$ cat src/rtl/text_line_renderer.sv
// text_line_renderer
// Overlays one scaled line of text on the VGA pixel stream. A small
// character buffer holds the string; each pixel coordinate is mapped to a
// character slot, glyph column and glyph row, the external 6x8 font ROM is
// addressed with the stored code, and the returned row bits are serialized
// into a one-bit text pixel. Two-stage pipeline, one pixel per clock.

module text_line_renderer #(
  parameter  int MAX_CHARS    = 16,
  parameter  int SCALE_LOG2   = 1,
  parameter  int BLINK_FRAMES = 30,
  localparam int AW           = $clog2(MAX_CHARS)
) (
  input  logic          clk,
  input  logic          rst,
  input  logic          pix_en,
  input  logic [9:0]    pixel_x,
  input  logic [9:0]    pixel_y,
  input  logic [9:0]    origin_x,
  input  logic [9:0]    origin_y,
  input  logic [AW:0]   text_len,
  input  logic          wr_en,
  input  logic [AW-1:0] wr_addr,
  input  logic [6:0]    wr_data,
  input  logic          blink_en,
  input  logic          frame_tick,
  output logic [6:0]    rom_char_code,
  output logic [2:0]    rom_row,
  input  logic [5:0]    rom_row_bits,
  output logic          text_valid,
  output logic          text_pixel
);

  localparam int CW      = 32;
  localparam int GLYPH_H = 8 << SCALE_LOG2;
  localparam int BCW     = (BLINK_FRAMES > 1) ? $clog2(BLINK_FRAMES) : 1;

  localparam logic [AW:0]    LEN_MAX  = (AW + 1)'(MAX_CHARS);
  localparam logic [BCW-1:0] BLINK_LAST = BCW'(BLINK_FRAMES - 1);

  // Character buffer
  logic [6:0] buffer [MAX_CHARS];

  // Stage-0 combinational geometry
  logic [AW:0]   len_c;
  logic [9:0]    rx;
  logic [9:0]    ry;
  logic [9:0]    cx;
  logic [9:0]    char_full;
  logic          in_box_c;
  logic [AW-1:0] char_idx_c;
  logic [2:0]    col_c;
  logic [2:0]    glyph_row_c;

  // Stage-1 registers
  logic          pix_en_s1;
  logic          in_box_s1;
  logic [AW-1:0] char_idx_s1;
  logic [2:0]    col_s1;
  logic [2:0]    glyph_row_s1;

  // Stage-2 helpers
  logic [2:0]    bit_sel;

  // Blink state
  logic [BCW-1:0] blink_cnt;
  logic           blink_phase;

  // Store incoming characters; reset blanks the whole line.
  // NOTE: the buffer is a handful of flops, not a RAM macro, so it is cleared
  // by reset; sequential state is always assigned with <= so every register
  // samples pre-edge values and the write/lookup ordering stays well defined.
  always_ff @(posedge clk or posedge rst) begin
    if (rst) begin
      for (int i = 0; i < MAX_CHARS; i++) begin
        buffer[i] <= '0;
      end
    end else if (wr_en) begin
      buffer[wr_addr] <= wr_data;
    end
  end

  // Map the pixel coordinate onto box membership, character slot, column and row.
  // NOTE: every variable gets a default before any condition so no latch can form.
  always_comb begin
    len_c       = text_len;
    rx          = pixel_x - origin_x;
    ry          = pixel_y - origin_y;
    cx          = '0;
    char_full   = '0;
    in_box_c    = 1'b0;
    char_idx_c  = '0;
    col_c       = '0;
    glyph_row_c = '0;

    if (text_len > LEN_MAX) begin
      len_c = LEN_MAX;
    end

    cx          = rx >> SCALE_LOG2;
    char_full   = cx / 10'd6;
    col_c       = 3'(cx - char_full * 10'd6);
    char_idx_c  = AW'(char_full);
    glyph_row_c = 3'(ry >> SCALE_LOG2);

    // rx < len*6*2^S is the same test as floor(rx/2^S)/6 < len, because the
    // box width is a whole multiple of both 2^S and 6; comparing the slot
    // index avoids a multiplier and also covers the full quotient width.
    in_box_c = (pixel_x >= origin_x) &&
               (pixel_y >= origin_y) &&
               (CW'(char_full) < CW'(len_c)) &&
               (CW'(ry) < CW'(GLYPH_H));
  end

  // Stage-1 register: geometry results travel with their pixel.
  always_ff @(posedge clk or posedge rst) begin
    if (rst) begin
      pix_en_s1    <= 1'b0;
      in_box_s1    <= 1'b0;
      char_idx_s1  <= '0;
      col_s1       <= '0;
      glyph_row_s1 <= '0;
    end else begin
      pix_en_s1    <= pix_en;
      in_box_s1    <= in_box_c;
      char_idx_s1  <= char_idx_c;
      col_s1       <= col_c;
      glyph_row_s1 <= glyph_row_c;
    end
  end

  // Drive the font ROM; outside the box present the blank code.
  always_comb begin
    rom_char_code = '0;
    rom_row       = glyph_row_s1;
    if (in_box_s1) begin
      rom_char_code = buffer[char_idx_s1];
    end
  end

  // Bit 5 of the ROM row is the leftmost glyph column.
  always_comb begin
    bit_sel = 3'd5 - col_s1;
  end

  // Count frames and flip the blink phase every BLINK_FRAMES ticks.
  always_ff @(posedge clk or posedge rst) begin
    if (rst) begin
      blink_cnt   <= '0;
      blink_phase <= 1'b0;
    end else if (frame_tick) begin
      if (blink_cnt == BLINK_LAST) begin
        blink_cnt   <= '0;
        blink_phase <= ~blink_phase;
      end else begin
        blink_cnt <= blink_cnt + BCW'(1);
      end
    end
  end

  // Stage-2 register: pick the glyph bit and apply qualification and blink.
  always_ff @(posedge clk or posedge rst) begin
    if (rst) begin
      text_valid <= 1'b0;
      text_pixel <= 1'b0;
    end else begin
      text_valid <= pix_en_s1;
      text_pixel <= pix_en_s1 & in_box_s1 & rom_row_bits[bit_sel] &
                    ~(blink_en & blink_phase);
    end
  end

endmodule
$ cat config.mk
export PLATFORM = sky130hd
export DESIGN_NAME = text_line_renderer
export DESIGN_NICKNAME = d
export VERILOG_FILES = /design/src/rtl/text_line_renderer.sv
export SDC_FILE = /design/constraint.sdc
export NUM_CORES = 1
export LEC_CHECK = 0
export CAP_MARGIN = 20
export CORE_MARGIN = 1.5
export CORE_UTILIZATION = 40
export DETAILED_ROUTE_END_ITERATION = 8
export PLACE_DENSITY = 0.69
export RECOVER_POWER = 100
export SLEW_MARGIN = 20
export SYNTH_ARGS = -nofsm -noshare
export SYNTH_HDL_FRONTEND = slang
export SYNTH_SLANG_ARGS = --single-unit
$ cat constraint.sdc
create_clock -name clk -period 4.6 [get_ports clk]
set_clock_uncertainty 0.2 [all_clocks]
set_input_delay 0.46 -clock clk [delete_from_list [all_inputs] [get_ports clk]]
set_output_delay 0.46 -clock clk [all_outputs]
set_load 0.05 [all_outputs]
==> run_summary.xml <==
<?xml version="1.0" encoding="UTF-8"?>
<metrics>
  <group name="run_status">
    <metric name="status" unit="">finished, violations left</metric>
    <metric name="failed_checks" unit="">capacitance limit, slew limit, setup timing</metric>
  </group>
  <group name="min_path">
    <metric name="hold_path_class" unit="">register to register</metric>
  </group>
  <group name="sta">
    <metric name="transition_time_at_the_pin_with_the_least_slew_margin" unit="ps">2830</metric>
    <metric name="grt_setup_unrepaired" unit="">yes</metric>
    <metric name="finalSetupViolCount" unit="">4</metric>
    <metric name="max-slew-margin-rel" unit="%">-88.4</metric>
    <metric name="final_max_slew_viol_count" unit="">77</metric>
    <metric name="final_min_period_over_clock_period" unit="%">116</metric>
    <metric name="max_clock_freq" unit="GHz">0.187</metric>
    <metric name="final_hold_viol_count" unit="">0</metric>
    <metric name="whs" unit="ps">187</metric>
    <metric name="postLayoutSetupSlackWorst" unit="ps">-758</metric>
    <metric name="min_clock_period_post_route" unit="ps">5360</metric>
  </group>
  <group name="placed_design">
    <metric name="port_buffers" unit="">79</metric>
    <metric name="gp_weighted_congestion" unit="">0.906</metric>
    <metric name="post-place-ws" unit="ps">-1940</metric>
    <metric name="dpl_wire_length" unit="microns">14200</metric>
    <metric name="numPlacedInstances" unit="">1110</metric>
    <metric name="dpl_cell_area" unit="sq um">9960</metric>
  </group>
  <group name="clock_network">
    <metric name="cts-hold-fix-buffers" unit="">0</metric>
    <metric name="ctsHtreeMaxLevel" unit="">4</metric>
    <metric name="library_cell_used_as_clock_root_buffer" unit="">clkbuf_16</metric>
    <metric name="number_of_buffers_inserted_during_clock_tree_synthesis" unit="">17</metric>
    <metric name="cts.sinks" unit="">132</metric>
    <metric name="cts_tree" unit="">built</metric>
    <metric name="clock_insertion_delay_worst_skew" unit="ps">420</metric>
    <metric name="clk_pin_slew" unit="ps">60</metric>
    <metric name="clock_path_buffers" unit="">2</metric>
  </group>
  <group name="final_layout">
    <metric name="layout_commonest_cell" unit="">dfrtp_1</metric>
    <metric name="nets" unit="">985</metric>
    <metric name="number_of_non_filler_instances_in_the_completed_layout" unit="">1166</metric>
    <metric name="finish.instance_area" unit="sq um">11100</metric>
    <metric name="layout.cells.most_common_list" unit="">dfrtp_1, buf_4, mux2_2</metric>
    <metric name="areaGrowthSynthToFinish" unit="%">38.7</metric>
    <metric name="fin_util" unit="%">56.8</metric>
    <metric name="final_layout_size_suffix_gt1_share" unit="%">45.6</metric>
    <metric name="final.fill_count" unit="">1619</metric>
  </group>
  <group name="power">
    <metric name="p_int" unit="uW">3480</metric>
    <metric name="power_density" unit="nW/um^2">466</metric>
    <metric name="combinational_cell_fraction_of_total_power" unit="%">45.0</metric>
    <metric name="power.leakage" unit="uW">0.00472</metric>
    <metric name="switchingPower" unit="uW">1690</metric>
    <metric name="power_frac_clock" unit="%">23.7</metric>
    <metric name="seqPwrFrac" unit="%">31.3</metric>
    <metric name="vdd.ir_drop.worst" unit="uV">297</metric>
    <metric name="sw_frac_of_total" unit="%">32.7</metric>
  </group>
  <group name="global_route">
    <metric name="grtUsageTotal" unit="%">20.2</metric>
    <metric name="grt_max_degree" unit="">77</metric>
    <metric name="grt_use_met2" unit="%">36.1</metric>
    <metric name="grt_util_met1" unit="%">24.6</metric>
    <metric name="antenna_found_initial" unit="">1</metric>
    <metric name="gr-total-overflow" unit="">0</metric>
    <metric name="wire_length_of_the_first_global_routing_pass" unit="microns">32500</metric>
    <metric name="grt_busiest_layer" unit="">met2</metric>
    <metric name="via_count_of_the_first_global_routing_pass" unit="">6458</metric>
    <metric name="gr-usage-met3" unit="%">3.44</metric>
  </group>
  <group name="synthesis">
    <metric name="synth.ff_latch_count" unit="">132</metric>
    <metric name="synth-edff-count" unit="">0</metric>
    <metric name="yosysWarnings" unit="">0</metric>
    <metric name="yosys-top-cells-area" unit="">dfrtp_1, mux2_2, mux4_2, ha_1, a21oi_1</metric>
    <metric name="synth_top_cell_area_share" unit="%">41.3</metric>
    <metric name="yosysSeqAreaShare" unit="%">41.3</metric>
    <metric name="post_synth_num_cell_types" unit="">72</metric>
    <metric name="most_used_dff_post_synth" unit="">dfrtp_1</metric>
    <metric name="syn_nets" unit="">796</metric>
    <metric name="asyncSetResetFlopFracSynth" unit="%">100</metric>
    <metric name="yosys.area.top_type" unit="">dfrtp_1</metric>
    <metric name="synthCells" unit="">698</metric>
    <metric name="synthesis.area_per_instance" unit="sq um">11.5</metric>
    <metric name="syn-cell-area" unit="sq um">8000</metric>
  </group>
  <group name="worst_setup_path">
    <metric name="slowest_stage" unit="">fa_2</metric>
    <metric name="setup.worst_path.class" unit="">input port to register</metric>
    <metric name="timing.critical_path.fanout_max" unit="">7</metric>
    <metric name="timing.critical_path.arrival" unit="ps">5510</metric>
    <metric name="critical-path-max-stage-delay" unit="ps">380</metric>
    <metric name="setup.worst_path.start_class" unit="">input port</metric>
    <metric name="required" unit="ps">4760</metric>
    <metric name="cp-end-kind" unit="">register</metric>
  </group>
  <group name="floorplanning">
    <metric name="placeableCoreArea" unit="sq um">19500</metric>
    <metric name="die-area" unit="sq um">20900</metric>
    <metric name="die_height" unit="microns">144</metric>
    <metric name="io_pins" unit="">80</metric>
    <metric name="floorplan.die.width" unit="microns">144</metric>
    <metric name="placementRows" unit="">51</metric>
    <metric name="initial_utilization" unit="%">41.0</metric>
  </group>
  <group name="routing">
    <metric name="drc_errors" unit="">0</metric>
    <metric name="route.antenna.remaining_nets" unit="">0</metric>
    <metric name="post_drt_wl_per_cell" unit="microns">17.1</metric>
    <metric name="drt-pass1-iter-count" unit="">5</metric>
    <metric name="drt-vias-per-instance" unit="">5.33</metric>
    <metric name="finalWirelength" unit="microns">19900</metric>
    <metric name="detail_route.iter0.violations" unit="">234</metric>
    <metric name="route.vias.total" unit="">6212</metric>
  </group>
  <group name="job">
    <metric name="timing.max_cap.violations" unit="">1</metric>
  </group>
</metrics>
## synthesized netlist by cell type, types with 5 or more instances
library cell,instances
ha_1,28
a211oi_1,6
xnor2_1,9
o2111ai_1,5
buf_2,7
a21o_1,5
inv_1,36
nor2_1,34
mux4_2,36
nand3_1,13
mux2i_1,5
a311o_1,5
o21a_1,6
and2_1,12
nand2b_1,15
nor3_1,10
dfrtp_1,132
clkbuf_1,26
mux2_2,112
o21ai_0,25
nor4_1,5
nand2_1,33
xor2_1,7
nor2b_1,8
o21ai_1,6
a21oi_1,29
## layer usage
metal  share of wire, %  up-vias
met5                  0        -
met2                 53      122
met3                3.8       31
met4                1.6        0
li1                   -     2971
met1                 42     3088
## cell families after synthesis
family                   after synthesis  share of synthesized area, %
AO/OA/AOI/OAI                        130                          11.4
XOR/XNOR                              16                          1.75
adder cells (fa/ha/maj)               30                          4.88
buffers and inverters                 80                          4.00
flip-flops                           132                          41.3
multiplexers                         153                          26.5
AND/OR/NAND/NOR                      157                          10.2
## power by group through the flow
stage          Combinational [uW]  Clock (uW)  Sequential (uW)
6_report                     2330        1230             1620
5_1_grt                      2520        1300             1660
4_1_cts                      2260        1240             1620
3_5_place_dp                 2080           0             1640
3_3_place_gp                 2050           0             1630
2_1_floorplan                1400           0             1580
## sequential cells by signal, indices dropped and copies added (netlist names)
name and cells:
blink_cnt 5, blink_phase 1, buffer 112, char_idx_s1 4, col_s1 3, in_box_s1 1, pix_en_s1 1, rom_row 3
text_pixel 1, text_valid 1
## layout make-up
type / count / area, sq um / area share, %
well taps: 265 / 332 / 2.99
clock inverters: 11 / 78.8 / 0.710
diodes: 1 / 2.50 / 0.0225
multi-input cells: 486 / 4930 / 44.5
flip-flops and latches: 132 / 3300 / 29.8
inverters: 40 / 170 / 1.53
repair buffers: 210 / 1810 / 16.3
clock buffers: 21 / 470 / 4.24
## critical path: cells and delay by family
family | cells | cell delay [ps]
compound gates | 10 | 1450
xor+xnor | 1 | 170
fa+ha+maj | 4 | 920
buf+inv | 7 | 700
simple gates | 10 | 1810
## metrics by stage
step           power, uW  setup TNS, ps
2_1_floorplan       2980          -3000
3_5_place_dp        3720          -7320
3_3_place_gp        3670          -6530
5_1_grt             5470          -3240
6_report            5170          -2130
4_1_cts             5130          -1850
## what timing repair did
action                                 4_1_cts  5_1_grt
setup endpoints to repair                    5        4
endpoints found under the hold margin        0        0
pin swaps                                   50       25
gates resized for setup                    129       14
setup buffers                               18        6
## final timing paths
kind	from	to	slack, ps	cells past startpoint
max	pixel_x[0]	in_box_s1	-760	32
min	pix_en_s1	text_valid	190	0
min in group asynchronous	rst	pix_en_s1	1300	2
max in group asynchronous	rst	buffer[92]	1070	3
min reg2reg	pix_en_s1	text_valid	190	0
max reg2reg	blink_cnt[1]	blink_cnt[2]	3090	6
(Power assumes the default switching activity.)
